`config.mk`:
```
export PLATFORM = sky130hd
export DESIGN_NAME = eth_rst_seq
export DESIGN_NICKNAME = d
export VERILOG_FILES = /design/src/rtl/eth_rst_pkg.sv /design/src/rtl/eth_rst_seq_lock_filt.sv /design/src/rtl/eth_rst_seq.sv
export SDC_FILE = /design/constraint.sdc
export NUM_CORES = 1
export LEC_CHECK = 0
export BUFFER_PORTS_ARGS = -buffer_cell sky130_fd_sc_hd__buf_4
export CAP_MARGIN = 20
export CELL_PAD_IN_SITES_DETAIL_PLACEMENT = 1
export CELL_PAD_IN_SITES_GLOBAL_PLACEMENT = 1
export CORE_UTILIZATION = 40
export DETAILED_ROUTE_END_ITERATION = 6
export PLACE_DENSITY_LB_ADDON = 0.1
export SETUP_SLACK_MARGIN = 0.5
export SLEW_MARGIN = 15
export SYNTH_ARGS = -nofsm -noshare
export SYNTH_HDL_FRONTEND = slang
export SYNTH_SLANG_ARGS = --single-unit
```
`constraint.sdc`:
```
create_clock -name sys_clk -period 3.2 [get_ports sys_clk]
set_input_delay 0.16 -clock sys_clk [delete_from_list [all_inputs] [get_ports sys_clk]]
set_output_delay 0.16 -clock sys_clk [all_outputs]
set_load 0.1 [all_outputs]
```
`src/rtl/eth_rst_pkg.sv`:
```
// Shared reset-sequencer definitions: FSM state encoding and counter sizing helpers.
// Used by eth_rst_seq and other sequencers that share the same phase layout.
package eth_rst_pkg;

  typedef enum logic [2:0] {
    WAIT_LOCK  = 3'd0,
    PHY_RST    = 3'd1,
    PHY_SETTLE = 3'd2,
    RELEASE    = 3'd3,
    RUN        = 3'd4
  } rst_state_e;

  // A programmed count of 0 behaves as 1 so every timed phase lasts at least one clock.
  function automatic int unsigned eff_cyc(input int unsigned cyc);
    return (cyc == 32'd0) ? 32'd1 : cyc;
  endfunction

  function automatic int unsigned max_cyc(input int unsigned a, input int unsigned b,
                                          input int unsigned c, input int unsigned d,
                                          input int unsigned e);
    int unsigned m;
    m = a;
    if (b > m) m = b;
    if (c > m) m = c;
    if (d > m) m = d;
    if (e > m) m = e;
    return m;
  endfunction

  function automatic int cnt_width(input int unsigned max_count);
    return $clog2(eff_cyc(max_count)) + 1;
  endfunction

endpackage

```
`src/rtl/eth_rst_seq_lock_filt.sv`:
```
// PLL lock qualifier: 2-flop synchroniser followed by a saturating run-length filter.
// lock_ok rises on the LOCK_FILT_CYC-th consecutive synced 1 and drops on the first synced 0.
module rst_lock_filt
  import eth_rst_pkg::*;
#(
  parameter int unsigned LOCK_FILT_CYC = 16
) (
  input  logic sys_clk,
  input  logic sys_rst_n,
  input  logic pll_locked,
  output logic lock_ok
);

  localparam int unsigned FILT_N = eff_cyc(LOCK_FILT_CYC);
  localparam int FILT_W = cnt_width(FILT_N);
  localparam logic [FILT_W-1:0] FILT_LAST = FILT_W'(FILT_N - 32'd1);

  logic              sync1;
  logic              sync2;
  logic [FILT_W-1:0] filt_cnt;

  always_ff @(posedge sys_clk or negedge sys_rst_n) begin
    if (!sys_rst_n) begin
      sync1    <= 1'b0;
      sync2    <= 1'b0;
      filt_cnt <= '0;
      lock_ok  <= 1'b0;
    end else begin
      sync1 <= pll_locked;
      sync2 <= sync1;
      if (!sync2) begin
        filt_cnt <= '0;
        lock_ok  <= 1'b0;
      end else begin
        // filt_cnt holds (samples seen - 1) and parks at FILT_LAST once qualified
        if (filt_cnt != FILT_LAST) filt_cnt <= filt_cnt + FILT_W'(1);
        if (filt_cnt == FILT_LAST) lock_ok <= 1'b1;
      end
    end
  end

endmodule

```
`src/rtl/eth_rst_seq.sv`:
```
// Ethernet system reset sequencer: qualified PLL lock, timed PHY reset, staggered domain release.
// Optional watchdog re-sequence is compiled in with ETH_RST_SEQ_WDT_EN.
//
// state      | meaning
// WAIT_LOCK  | all resets asserted, waiting for qualified lock
// PHY_RST    | eth_rst_n held low for PHY_RST_CYC clocks
// PHY_SETTLE | PHY released, waiting PHY_SETTLE_CYC before first domain
// RELEASE    | domains released one per STAGE_GAP_CYC, index 0 first
// RUN        | everything out of reset, seq_done=1
module eth_rst_seq
  import eth_rst_pkg::*;
#(
  parameter int          N_OUT          = 3,
  parameter int unsigned LOCK_FILT_CYC  = 16,
  parameter int unsigned PHY_RST_CYC    = 1000000,
  parameter int unsigned PHY_SETTLE_CYC = 5000,
  parameter int unsigned STAGE_GAP_CYC  = 256,
  parameter int unsigned WDT_CYC        = 2**24
) (
  input  logic             sys_clk,
  input  logic             sys_rst_n,
  input  logic             pll_locked,
  input  logic             sw_rst_req,
  input  logic             wdt_kick,
  output logic             eth_rst_n,
  output logic [N_OUT-1:0] rst_n_out,
  output logic             seq_done,
  output logic             wdt_fired
);

  localparam int unsigned MAX_CYC = max_cyc(LOCK_FILT_CYC, PHY_RST_CYC, PHY_SETTLE_CYC,
                                            STAGE_GAP_CYC, WDT_CYC);
  localparam int CNT_W = cnt_width(MAX_CYC);
  localparam int IDX_W = (N_OUT > 1) ? $clog2(N_OUT) : 1;

  localparam logic [CNT_W-1:0] PHY_RST_LD = CNT_W'(eff_cyc(PHY_RST_CYC) - 32'd1);
  localparam logic [CNT_W-1:0] SETTLE_LD  = CNT_W'(eff_cyc(PHY_SETTLE_CYC) - 32'd1);
  localparam logic [CNT_W-1:0] GAP_LD     = CNT_W'(eff_cyc(STAGE_GAP_CYC) - 32'd1);
  localparam logic [IDX_W-1:0] IDX_LAST   = IDX_W'(N_OUT - 1);
  localparam logic [N_OUT-1:0] OUT_LSB    = N_OUT'(1);

  rst_state_e       state;
  logic [CNT_W-1:0] cnt;
  logic [IDX_W-1:0] idx;
  logic             lock_ok;
  logic             wdt_hit;

  rst_lock_filt #(
    .LOCK_FILT_CYC(LOCK_FILT_CYC)
  ) u_lock_filt (
    .sys_clk   (sys_clk),
    .sys_rst_n (sys_rst_n),
    .pll_locked(pll_locked),
    .lock_ok   (lock_ok)
  );

  // Only WAIT_LOCK is entered without lock_ok, so !lock_ok elsewhere is always a lock loss.
  always_ff @(posedge sys_clk or negedge sys_rst_n) begin
    if (!sys_rst_n) begin
      state     <= WAIT_LOCK;
      cnt       <= '0;
      idx       <= '0;
      eth_rst_n <= 1'b0;
      rst_n_out <= '0;
      seq_done  <= 1'b0;
    end else if (state != WAIT_LOCK && !lock_ok) begin
      state     <= WAIT_LOCK;
      cnt       <= '0;
      idx       <= '0;
      eth_rst_n <= 1'b0;
      rst_n_out <= '0;
      seq_done  <= 1'b0;
    end else if (sw_rst_req && (state == RELEASE || state == RUN)) begin
      state     <= PHY_SETTLE;
      cnt       <= SETTLE_LD;
      idx       <= '0;
      rst_n_out <= '0;
      seq_done  <= 1'b0;
    end else if (wdt_hit) begin
      state     <= PHY_RST;
      cnt       <= PHY_RST_LD;
      idx       <= '0;
      eth_rst_n <= 1'b0;
      rst_n_out <= '0;
      seq_done  <= 1'b0;
    end else begin
      case (state)
        WAIT_LOCK: begin
          if (lock_ok) begin
            state <= PHY_RST;
            cnt   <= PHY_RST_LD;
          end
        end
        PHY_RST: begin
          if (cnt == '0) begin
            eth_rst_n <= 1'b1;
            state     <= PHY_SETTLE;
            cnt       <= SETTLE_LD;
          end else begin
            cnt <= cnt - CNT_W'(1);
          end
        end
        // Domain 0 is released on the last settle clock; idx then names the next domain.
        PHY_SETTLE: begin
          if (cnt == '0) begin
            rst_n_out <= OUT_LSB;
            if (N_OUT == 1) begin
              state    <= RUN;
              seq_done <= 1'b1;
            end else begin
              state <= RELEASE;
              idx   <= IDX_W'(1);
              cnt   <= GAP_LD;
            end
          end else begin
            cnt <= cnt - CNT_W'(1);
          end
        end
        RELEASE: begin
          if (cnt == '0) begin
            rst_n_out <= (rst_n_out << 1) | OUT_LSB;
            if (idx == IDX_LAST) begin
              state    <= RUN;
              seq_done <= 1'b1;
            end else begin
              idx <= idx + IDX_W'(1);
              cnt <= GAP_LD;
            end
          end else begin
            cnt <= cnt - CNT_W'(1);
          end
        end
        RUN: begin
          seq_done <= 1'b1;
        end
        default: begin
          state     <= WAIT_LOCK;
          eth_rst_n <= 1'b0;
          rst_n_out <= '0;
          seq_done  <= 1'b0;
        end
      endcase
    end
  end

`ifdef ETH_RST_SEQ_WDT_EN
  localparam int WDT_W = cnt_width(eff_cyc(WDT_CYC));
  localparam logic [WDT_W-1:0] WDT_LAST = WDT_W'(eff_cyc(WDT_CYC) - 32'd1);

  logic [WDT_W-1:0] wdt_cnt;

  // Lock loss and software requests take precedence over a watchdog expiry.
  assign wdt_hit = (state == RUN) && lock_ok && !sw_rst_req && !wdt_kick && (wdt_cnt == WDT_LAST);

  always_ff @(posedge sys_clk or negedge sys_rst_n) begin
    if (!sys_rst_n) begin
      wdt_cnt   <= '0;
      wdt_fired <= 1'b0;
    end else begin
      if (state != RUN || wdt_kick || wdt_hit) wdt_cnt <= '0;
      else                                    wdt_cnt <= wdt_cnt + WDT_W'(1);
      if (sw_rst_req)   wdt_fired <= 1'b0;
      else if (wdt_hit) wdt_fired <= 1'b1;
    end
  end
`else
  logic unused_wdt_kick;
  assign unused_wdt_kick = wdt_kick;
  assign wdt_hit         = 1'b0;
  assign wdt_fired       = 1'b0;
`endif

endmodule

```
## After elaboration in Yosys (flattened, before gate mapping)

Cells that the tools add are included.

- Output and inout port bits: 6
- Logic and storage cells: 93
- Bits of input ports: 5
- Register bits: 43

- Eq/ne operators: 22
- Multiplexer cells: 40
- Reductions and logical operators: 18
- $add $sub $neg: 3

Operators with widths:

| kind | count |
|---|---|
| $mux W25 | 7 |
| $pmux W25 S4 | 1 |
| $mux W3 | 11 |
| $logic_not A25 Y1 | 1 |
| $sub A25 B1 Y25 const B | 1 |
| $pmux W3 S5 | 1 |
| $ne A4 B4 Y1 const B | 3 |
| $reduce_and A3 Y1 | 4 |
| $mux W2 | 5 |
| $mux W5 | 2 |
| $mux W1 | 9 |
| $pmux W3 S3 | 1 |
| $ne A4 B2 Y1 const B | 2 |
| $eq A3 B2 Y1 const B | 2 |
| $ne A2 B2 Y1 const B | 3 |
| $ne A3 B1 Y1 const B | 2 |
| $reduce_and A6 Y1 | 1 |
| $reduce_bool A6 Y1 | 1 |
| $reduce_or A3 Y1 | 2 |
| $add A5 B1 Y5 const B | 1 |
| $eq A5 B4 Y1 const B | 1 |
| $ne A5 B4 Y1 const B | 1 |
| $ne A5 B5 Y1 const B | 1 |
| $ne A4 B3 Y1 const B | 1 |
| 18 further kinds | 19 |

## Longest topological paths before layout

Gate-level depths: netlist (run 1).

- Depth after elaboration: 6
- Depth in mapped cells: 9
- Gate-level depth less buffers: 8

## Cells and area by module

From an unflattened synthesis (run 1), not the netlist that was laid out.

- Cells, all modules: 288
- Area total of the unflattened synthesis: 2,715.1 µm²

Modules (own cells, without submodules):

| module | times used | sequential area each (µm²) | cells an instance | area each (µm²) |
|---|---|---|---|---|
| eth_rst_seq | 1 | 875.8 | 261 | 2,354.8 |
| rst_lock_filt | 1 | 200.2 | 27 | 360.3 |

## Least setup slack after synthesis (run 1)

Ideal clock, no wire load.

- Kind: register to register
- From: reg cnt[0]
- To: reg cnt[5]
- Arrival: 2,184 ps
- Period minus slack after synthesis: 2,314 ps
- Path buffers: 1
- Slack: 886 ps
- Setup time: 130 ps
- Required time: 3,070 ps
- Cell stages (with the launch flop): 10
- Cell sequence: dfrtp_1 > inv_1 > ha_1 > nor4b_2 > nand2_1 > or4_1 > buf_2 > nand2b_4 > a21oi_2 > o22ai_1

- Longest elaborated chain between the ends: 5
- Elaborated cells on any way between the ends: 10
- Those cells by class: add/sub: 1; eq/ne: 1; mux: 6; reduce/logical: 2

Ends and longest elaborated chain:

| what | line | source |
|---|---|---|
| start: declaration | eth_rst_seq.sv:43 | `logic [CNT_W-1:0] cnt;` |
| start signal: assignment | eth_rst_seq.sv:100 | `cnt <= cnt - CNT_W'(1);` |
| start signal: assignment | eth_rst_seq.sv:116 | `cnt <= cnt - CNT_W'(1);` |
| start signal: assignment | eth_rst_seq.sv:130 | `cnt <= cnt - CNT_W'(1);` |
| $sub A25 B1 Y25 or $logic_not A25 Y1 (tied branches) | - |  |
| $mux W25 (on tied branches) | eth_rst_seq.sv:120, eth_rst_seq.sv:95, eth_rst_seq.sv:105 |  |
| $pmux W25 S4 | eth_rst_seq.sv:87 | `case (state)` |
| $mux W25 | eth_rst_seq.sv:73 | `end else if (sw_rst_req && (state == RELEASE \|\| state == RUN)) begin` |
| $mux W25 | eth_rst_seq.sv:66 | `end else if (state != WAIT_LOCK && !lock_ok) begin` |

Several ways; a longest one is shown, not always the timed one.
A chain may end at the register's enable or synchronous reset.

## Worst setup path in the final report (run 1)

- From: reg cnt[0]
- To: reg state[0]

- Longest elaborated chain between the ends: 3
- Elaborated cells on any way between the ends: 5
- Those cells by class: eq/ne: 3; reduce/logical: 2

Ends and longest elaborated chain:

| what | line | source |
|---|---|---|
| $logic_not A25 Y1 (*) | eth_rst_seq.sv:95, eth_rst_seq.sv:105, eth_rst_seq.sv:120 |  |
| $ne A4 B4 Y1 (no source line) or $ne A4 B2 Y1 (tied branches) | - |  |
| $reduce_and A6 Y1 (no source line) (*) | - |  |
| end signal: assignment | eth_rst_seq.sv:97 | `state <= PHY_SETTLE;` |
| end signal: assignment | eth_rst_seq.sv:108 | `state <= RUN;` |
| end signal: assignment | eth_rst_seq.sv:123 | `state <= RUN;` |
| end: declaration | eth_rst_seq.sv:42 | `rst_state_e state;` |

Every way passes the cells marked *; elsewhere a longest branch is shown, timed or not.

==> impl_metrics.py, run 1 <==
metrics = {
    "run_status": {
        "outcome": "finished, final reports clean",
    },
    "finish": {
        "seqCellArea_um2": 1080,
        "n_antenna_cell": 0,
        "area_growth_pct": 11.1,
        "layout_commonest_cell": "dfrtp_1",
        "layout_common_cells": "43 x dfrtp_1, 26 x nand2_1, 24 x nor2_1",
        "nets": 317,
        "final_core_util_pct": 46.1,
        "multiInputGateArea_um2": 1480,
        "nFillCells": 751,
        "final_cell_area_um2": 2940,
        "final_layout_size_suffix_gt1_share_pct": 16.8,
    },
    "global_routing": {
        "antenna_found_initial": 0,
        "grt_pass1_wl_mm": 11.8,
        "grt_pass1_vias": 2305,
        "grt-ovfl-total": 0,
        "grt_max_degree": 44,
        "gr-usage-all-layers_pct": 21.1,
    },
    "timing": {
        "slew_headroom_pct": 52.5,
        "finalSetupViolations": 0,
        "rsz0062_at_grt": "no",
        "finalMaxSlewViolations": 0,
        "finalCritPeriodShare_pct": 79.5,
        "timing.fmax_ghz": 0.393,
        "hold_violations": 0,
        "period_needed_ns": 2.54,
        "worst_slack_ns": 0.656,
        "clock_skew_ns": 0.0116,
        "setup_tns_ns": 0,
        "tightest_slew_ns": 0.708,
    },
    "logic_synthesis": {
        "synth_area_per_cell_um2": 8.92,
        "synthTopCellsByArea": "dfrtp_1 41%, nand2_1 3.7%, a21oi_1 3.4%, nor2_1 3.4%, o21ai_0 3.0%",
        "ys_seq_elements": 43,
        "synthAdderAreaFrac_pct": 1.89,
        "syn_inst": 297,
        "synth_top_area_cell": "dfrtp_1",
        "synth_simple_gate_area_share_pct": 25.0,
        "netlist.area_leader.share_pct": 40.6,
        "syn-num-nets": 306,
        "synth_top_family_by_area": "simple AND/OR/NAND/NOR gates",
        "synth_xor_area_share_pct": 1.65,
        "synth_compound_area_share_pct": 23.1,
        "synth.distinct_cells": 60,
        "synth_edf_count": 0,
        "yosysSeqAreaShare_pct": 40.6,
        "async_flop_share_pct": 100,
        "muxShareOfSynthArea_pct": 2.93,
        "yosys_warnings": 0,
        "synth_area_um2": 2650,
        "yosys_most_used_dff": "dfrtp_1",
    },
    "pwr": {
        "seqPwrFrac_pct": 36.2,
        "p_leak_uw": 0.00124,
        "ir_worst_vdd_mv": 0.442,
        "p_per_area_nw_per_um2": 736,
        "swShare_pct": 44.0,
        "power_frac_comb_pct": 46.7,
        "netSwitchingPower_uw": 953,
        "p_clk_share_pct": 17.1,
        "p_int_uw": 1210,
    },
    "clocking": {
        "cts.sinks": 43,
        "cts_tree": "yes",
        "htreeDepth": 2,
        "clk_pin_slew_ns": 0.10,
        "clockBufferDepth": 2,
        "clk-insertion-delay-late_ns": 0.31,
        "cts_buffers": 5,
        "root_buffer": "clkbuf_8",
    },
    "drt": {
        "wirelength_mm": 6.85,
        "via_per_inst": 5.94,
        "ant_nets": 0,
        "wire_per_inst_um": 17.7,
        "drtIter0Drc": 103,
        "first_pass_iters": 4,
        "vias": 2291,
        "drc": 0,
    },
    "critical_path": {
        "crit_path_top_delay_cell": "nor4_4",
        "critical-path-top-delay-family": "simple AND/OR/NAND/NOR gates",
        "crit_required_ns": 3.40,
        "critPathLaunchType": "register",
        "cp_data_arrival_time_ns": 2.74,
        "end_kind": "register",
        "slowest_delay_ns": 0.46,
        "crit_path_cell_trace": "inv_1 > ha_1 > nor4b_4 > nand2_1 > nor4_4 > or2_4 > nand2_1 > mux2_1",
        "critical_path_class": "register to register",
        "crit_buf_inv": 1,
        "path_max_fanout": 13,
        "crit_top_cell": "nand2_1",
    },
    "placement": {
        "pre_cts_slack_ns": 0.484,
        "dp_hpwl_mm": 4.73,
        "placed_area_um2": 2770,
        "gp_congestion": 0.802,
        "portBuffers": 8,
    },
    "die": {
        "die_h_um": 83.4,
        "ios": 11,
        "die_w_um": 83.4,
        "core_area_um2": 6390,
        "die-area_um2": 6950,
        "start_util_pct": 41.5,
        "rows": 29,
    },
    "job": {
        "maxCapViolations": 0,
    },
    "worst_hold_path": {
        "hold_class": "input port to register",
    },
}
stage by stage:
stage / std cells / hold slack [ns] / total power, µW
floorplan: 297 / -0.136 / 1500
global placement: 372 / 0.199 / 1750
detailed placement: 372 / 0.201 / 1760
CTS: 382 / 0.279 / 2160
global route: 386 / 0.308 / 2340
finish: 386 / 0.290 / 2160
logic make-up after synthesis:
logic type	after synthesis
AND/OR/NAND/NOR	115
AO/OA/AOI/OAI	95
flip-flops	43
buffers and inverters	27
multiplexers	7
XOR/XNOR	5
adder cells (fa/ha/maj)	4
other	1
final timing paths:
path | to | depth (start not counted) | start | slack (ns)
worst max register to register | state[0] | 8 | cnt[0] | 0.66
worst max-delay path | state[0] | 8 | cnt[0] | 0.66
min in group asynchronous | u_lock_filt.filt_cnt[2] | 2 | sys_rst_n | 0.38
worst min register to register | u_lock_filt.sync2 | 0 | u_lock_filt.sync1 | 0.35
max in group asynchronous | cnt[9] | 2 | sys_rst_n | 2.42
worst min-delay path | state[2] | 3 | sw_rst_req | 0.29
power groups by stage:
| stage | logic (µW) | registers (µW) | clock network (µW) |
|---|---|---|---|
| finish | 1010 | 784 | 371 |
| global route | 1120 | 800 | 413 |
| CTS | 990 | 779 | 389 |
| detailed placement | 978 | 782 | 0 |
| global placement | 968 | 779 | 0 |
| floorplan | 703 | 794 | 0 |
cells in the mapped netlist, types with 4 or more instances:
cell type / count
dfrtp_1: 43
nand2_1: 26
nor2_1: 24
a21oi_1: 18
o21ai_0: 16
nor3_1: 14
o21ai_1: 14
inv_1: 10
a31oi_1: 8
clkbuf_1: 8
and2_1: 7
buf_2: 5
mux2_2: 5
nor2b_1: 5
o21a_1: 5
a22o_1: 4
ha_1: 4
nand2b_1: 4
nand3_1: 4
o22ai_1: 4
o31ai_1: 4
or3_1: 4
xnor2_1: 4
timing repair:
item / CTS / global route
endpoints found under the setup margin: 8 / 14
gates cloned: 0 / 0
pin swaps: 0 / 2
setup buffers: 0 / 4
gates resized for setup: 1 / 4
hold buffers: 2 / 0
endpoints found under the hold margin: 44 / 0
final cells by class:
cell class              instances  share of cell area, %
multi-input cells             227                   50.3
inverters                      11                   1.40
clock inverters                 3                  0.851
clock buffers                   5                   2.34
well taps                      77                   3.28
repair buffers                 20                   5.27
flip-flops and latches         43                   36.6
flip-flops by register name (all words and copies together) (netlist names):
register / cells
cnt: 25
seq_done: 1
u_lock_filt.sync1: 1
u_lock_filt.lock_ok: 1
u_lock_filt.filt_cnt: 5
state: 3
eth_rst_n: 1
u_lock_filt.sync2: 1
idx: 2
rst_n_out: 3
routing by layer:
metal	global-route usage (%)	routed length, µm	up-vias
li1	-	-	1100
met1	29.8	3400	1163
met2	33.3	3180	21
met5	0	0	-
met4	6.11	96	0
met3	3.38	169	7
worst reg2reg max path: stages, from the launching register on:
cell and delay [ns]:
dfrtp_1 0.42, inv_1 0.09, ha_1 0.22, nor4b_4 0.33, nand2_1 0.24, nor4_4 0.46, or2_4 0.29, nand2_1 0.10
mux2_1 0.32
No activity file was read; power rests on OpenSTA's default activity.
==> inputs of run 2 (changes only) <==
- clock period: 3.2 -> 2.5 ns (I/O delays scaled with it)
==> impl_metrics.py, run 2 (synthesis results as in run 1) <==
metrics = {
    "finish": {
        "nFillCells": 686,
        "nets": 366,
        "layout_common_cells": "47 x buf_4, 41 x dfrtp_1, 21 x nor2_1, 21 x nand2_1",
        "largest_reg_flops": 25,
        "final_layout_size_suffix_gt1_share_pct": 43.3,
        "n_antenna_cell": 0,
        "layout_commonest_cell": "buf_4",
        "regMostFlops": "cnt",
        "multiInputGateArea_um2": 1780,
        "top_regs": "cnt (25), u_lock_filt.filt_cnt (5)",
        "seqCellArea_um2": 1080,
        "fin_cells": 435,
        "area_growth_pct": 42.4,
    },
    "timing": {
        "finalMaxSlewViolations": 0,
        "period_needed_ns": 2.45,
        "clock_skew_ns": 0.00708,
        "slew_headroom_pct": 46.7,
        "setup_tns_ns": 0,
        "rsz0062_at_grt": "yes",
        "timing.fmax_ghz": 0.409,
        "finalCritPeriodShare_pct": 97.8,
        "finalSetupViolations": 0,
        "hold_violations": 0,
        "tightest_slew_ns": 0.794,
    },
    "critical_path": {
        "reg2reg_depth": 8,
        "critical_path_class": "register to register",
        "path_max_fanout": 7,
        "critical-path-top-delay-family": "simple AND/OR/NAND/NOR gates",
        "end_kind": "register",
        "critPathLaunchType": "register",
        "r2r_start": "cnt[12]",
        "cp_data_arrival_time_ns": 2.65,
        "slowest_delay_ns": 0.41,
        "crit_path_top_delay_cell": "or3_4",
        "crit_path_cell_trace": "or3_4 > or3_4 > nor4_4 > buf_4 > a31o_4 > buf_12 > a21oi_2 > o22a_1",
        "crit_buf_inv": 2,
        "r2r_setup_slack_ns": 0.05,
        "crit_top_cell": "or3_4",
        "path_depth": 8,
        "endpoint": "cnt[9]",
        "timing.rr.end": "cnt[9]",
        "crit_required_ns": 2.71,
        "crit_start": "cnt[12]",
    },
    "clocking": {
        "htreeDepth": 2,
        "cts_tree": "yes",
        "root_buffer": "clkbuf_8",
        "clk_pin_slew_ns": 0.09,
        "cts_buffers": 5,
        "cts.sinks": 43,
        "clockBufferDepth": 2,
        "clk-insertion-delay-late_ns": 0.31,
    },
    "drt": {
        "drtIter0Drc": 105,
        "drc": 0,
        "wire_per_inst_um": 21.1,
        "wirelength_mm": 9.16,
        "first_pass_iters": 4,
        "ant_nets": 0,
        "via_per_inst": 5.97,
        "vias": 2599,
    },
    "pwr": {
        "p_per_area_nw_per_um2": 982,
        "ir_worst_vdd_mv": 0.636,
        "p_leak_uw": 0.00160,
    },
    "job": {
        "maxCapViolations": 0,
    },
    "global_routing": {
        "grt_pass1_wl_mm": 14.3,
        "grt_max_degree": 44,
        "grt-ovfl-total": 0,
        "gr-usage-all-layers_pct": 26.3,
        "grt_pass1_vias": 2702,
        "antenna_found_initial": 0,
    },
    "die": {
        "start_util_pct": 41.5,
        "core_area_um2": 6390,
        "rows": 29,
        "die_h_um": 83.4,
        "die-area_um2": 6950,
        "die_w_um": 83.4,
        "ios": 11,
    },
    "placement": {
        "portBuffers": 8,
        "dp.cells": 392,
        "gp_congestion": 0.828,
        "dp_hpwl_mm": 5.36,
    },
    "run_status": {
        "outcome": "finished, final reports clean",
    },
    "worst_hold_path": {
        "hold_depth": 3,
        "hold_class": "input port to register",
    },
}
[run 2: changes by cell type in the layout (fill, tap and decap cells not counted), sizes merged]
cell / delta
clkinv: -2
clkbuf: +2
buf: +49
[run 2: cell type report]
cell class / instances / area share, %
flip-flops and latches: 43 / 28.6
multi-input cells: 227 / 47.3
clock buffers: 7 / 2.55
well taps: 77 / 2.55
repair buffers: 69 / 17.7
clock inverters: 1 / 0.199
inverters: 11 / 1.09
[run 2: stage by stage]
stage | instance area, µm² | power (µW) | utilization, % | setup WS, ns | hold WS (ns)
after floorplan | 2740 | 2020 | - | 0.215 | -0.171
after global placement | 3000 | 2470 | 46.9 | 0.125 | 0.165
after detailed placement | 3000 | 2500 | 46.9 | 0.0856 | 0.163
after CTS | 3480 | 3340 | 54.6 | 0.0794 | 0.258
after global routing | 3770 | 3900 | 59.1 | 0.0214 | 0.268
final | 3770 | 3700 | 59.1 | 0.0548 | 0.264
[run 2: layer usage]
layer | GRT usage [%] | up-vias | wire [µm]
met4 | 10.5 | 0 | 180
met2 | 43.3 | 42 | 4770
li1 | - | 1200 | -
met5 | 0 | - | 0
met3 | 5.47 | 14 | 291
met1 | 33.6 | 1343 | 3920
[run 2: worst min-delay path: stages]
cell,delay (ns)
buf_4,0.17
nand2b_1,0.18
nor3_1,0.07
[run 2: report_power, final]
part | leakage [µW] | internal [µW] | switching (µW)
combinational | 0.000989 | 1030 | 1130
sequential | 0.000558 | 842 | 169
clock | 0.0000505 | 252 | 271
total | 0.00160 | 2130 | 1570
[run 2: repair_timing]
| action | CTS | global route |
|---|---|---|
| setup endpoints to repair | 35 | 35 |
| resized for setup | 44 | 45 |
| cloned | 2 | 0 |
| buffers inserted | 20 | 11 |
| hold endpoints to repair | 44 | 0 |
| pin swaps | 28 | 19 |
| hold buffers | 2 | 0 |
[run 2: worst min path at each step]
stage	start	end	slack [ns]
after floorplan	sys_rst_n	cnt[0]	-0.17
after global placement	sys_rst_n	u_lock_filt.filt_cnt[3]	0.16
after detailed placement	sys_rst_n	u_lock_filt.filt_cnt[2]	0.16
after CTS	sw_rst_req	state[2]	0.26
after global routing	sw_rst_req	state[2]	0.27
final	sw_rst_req	state[2]	0.26
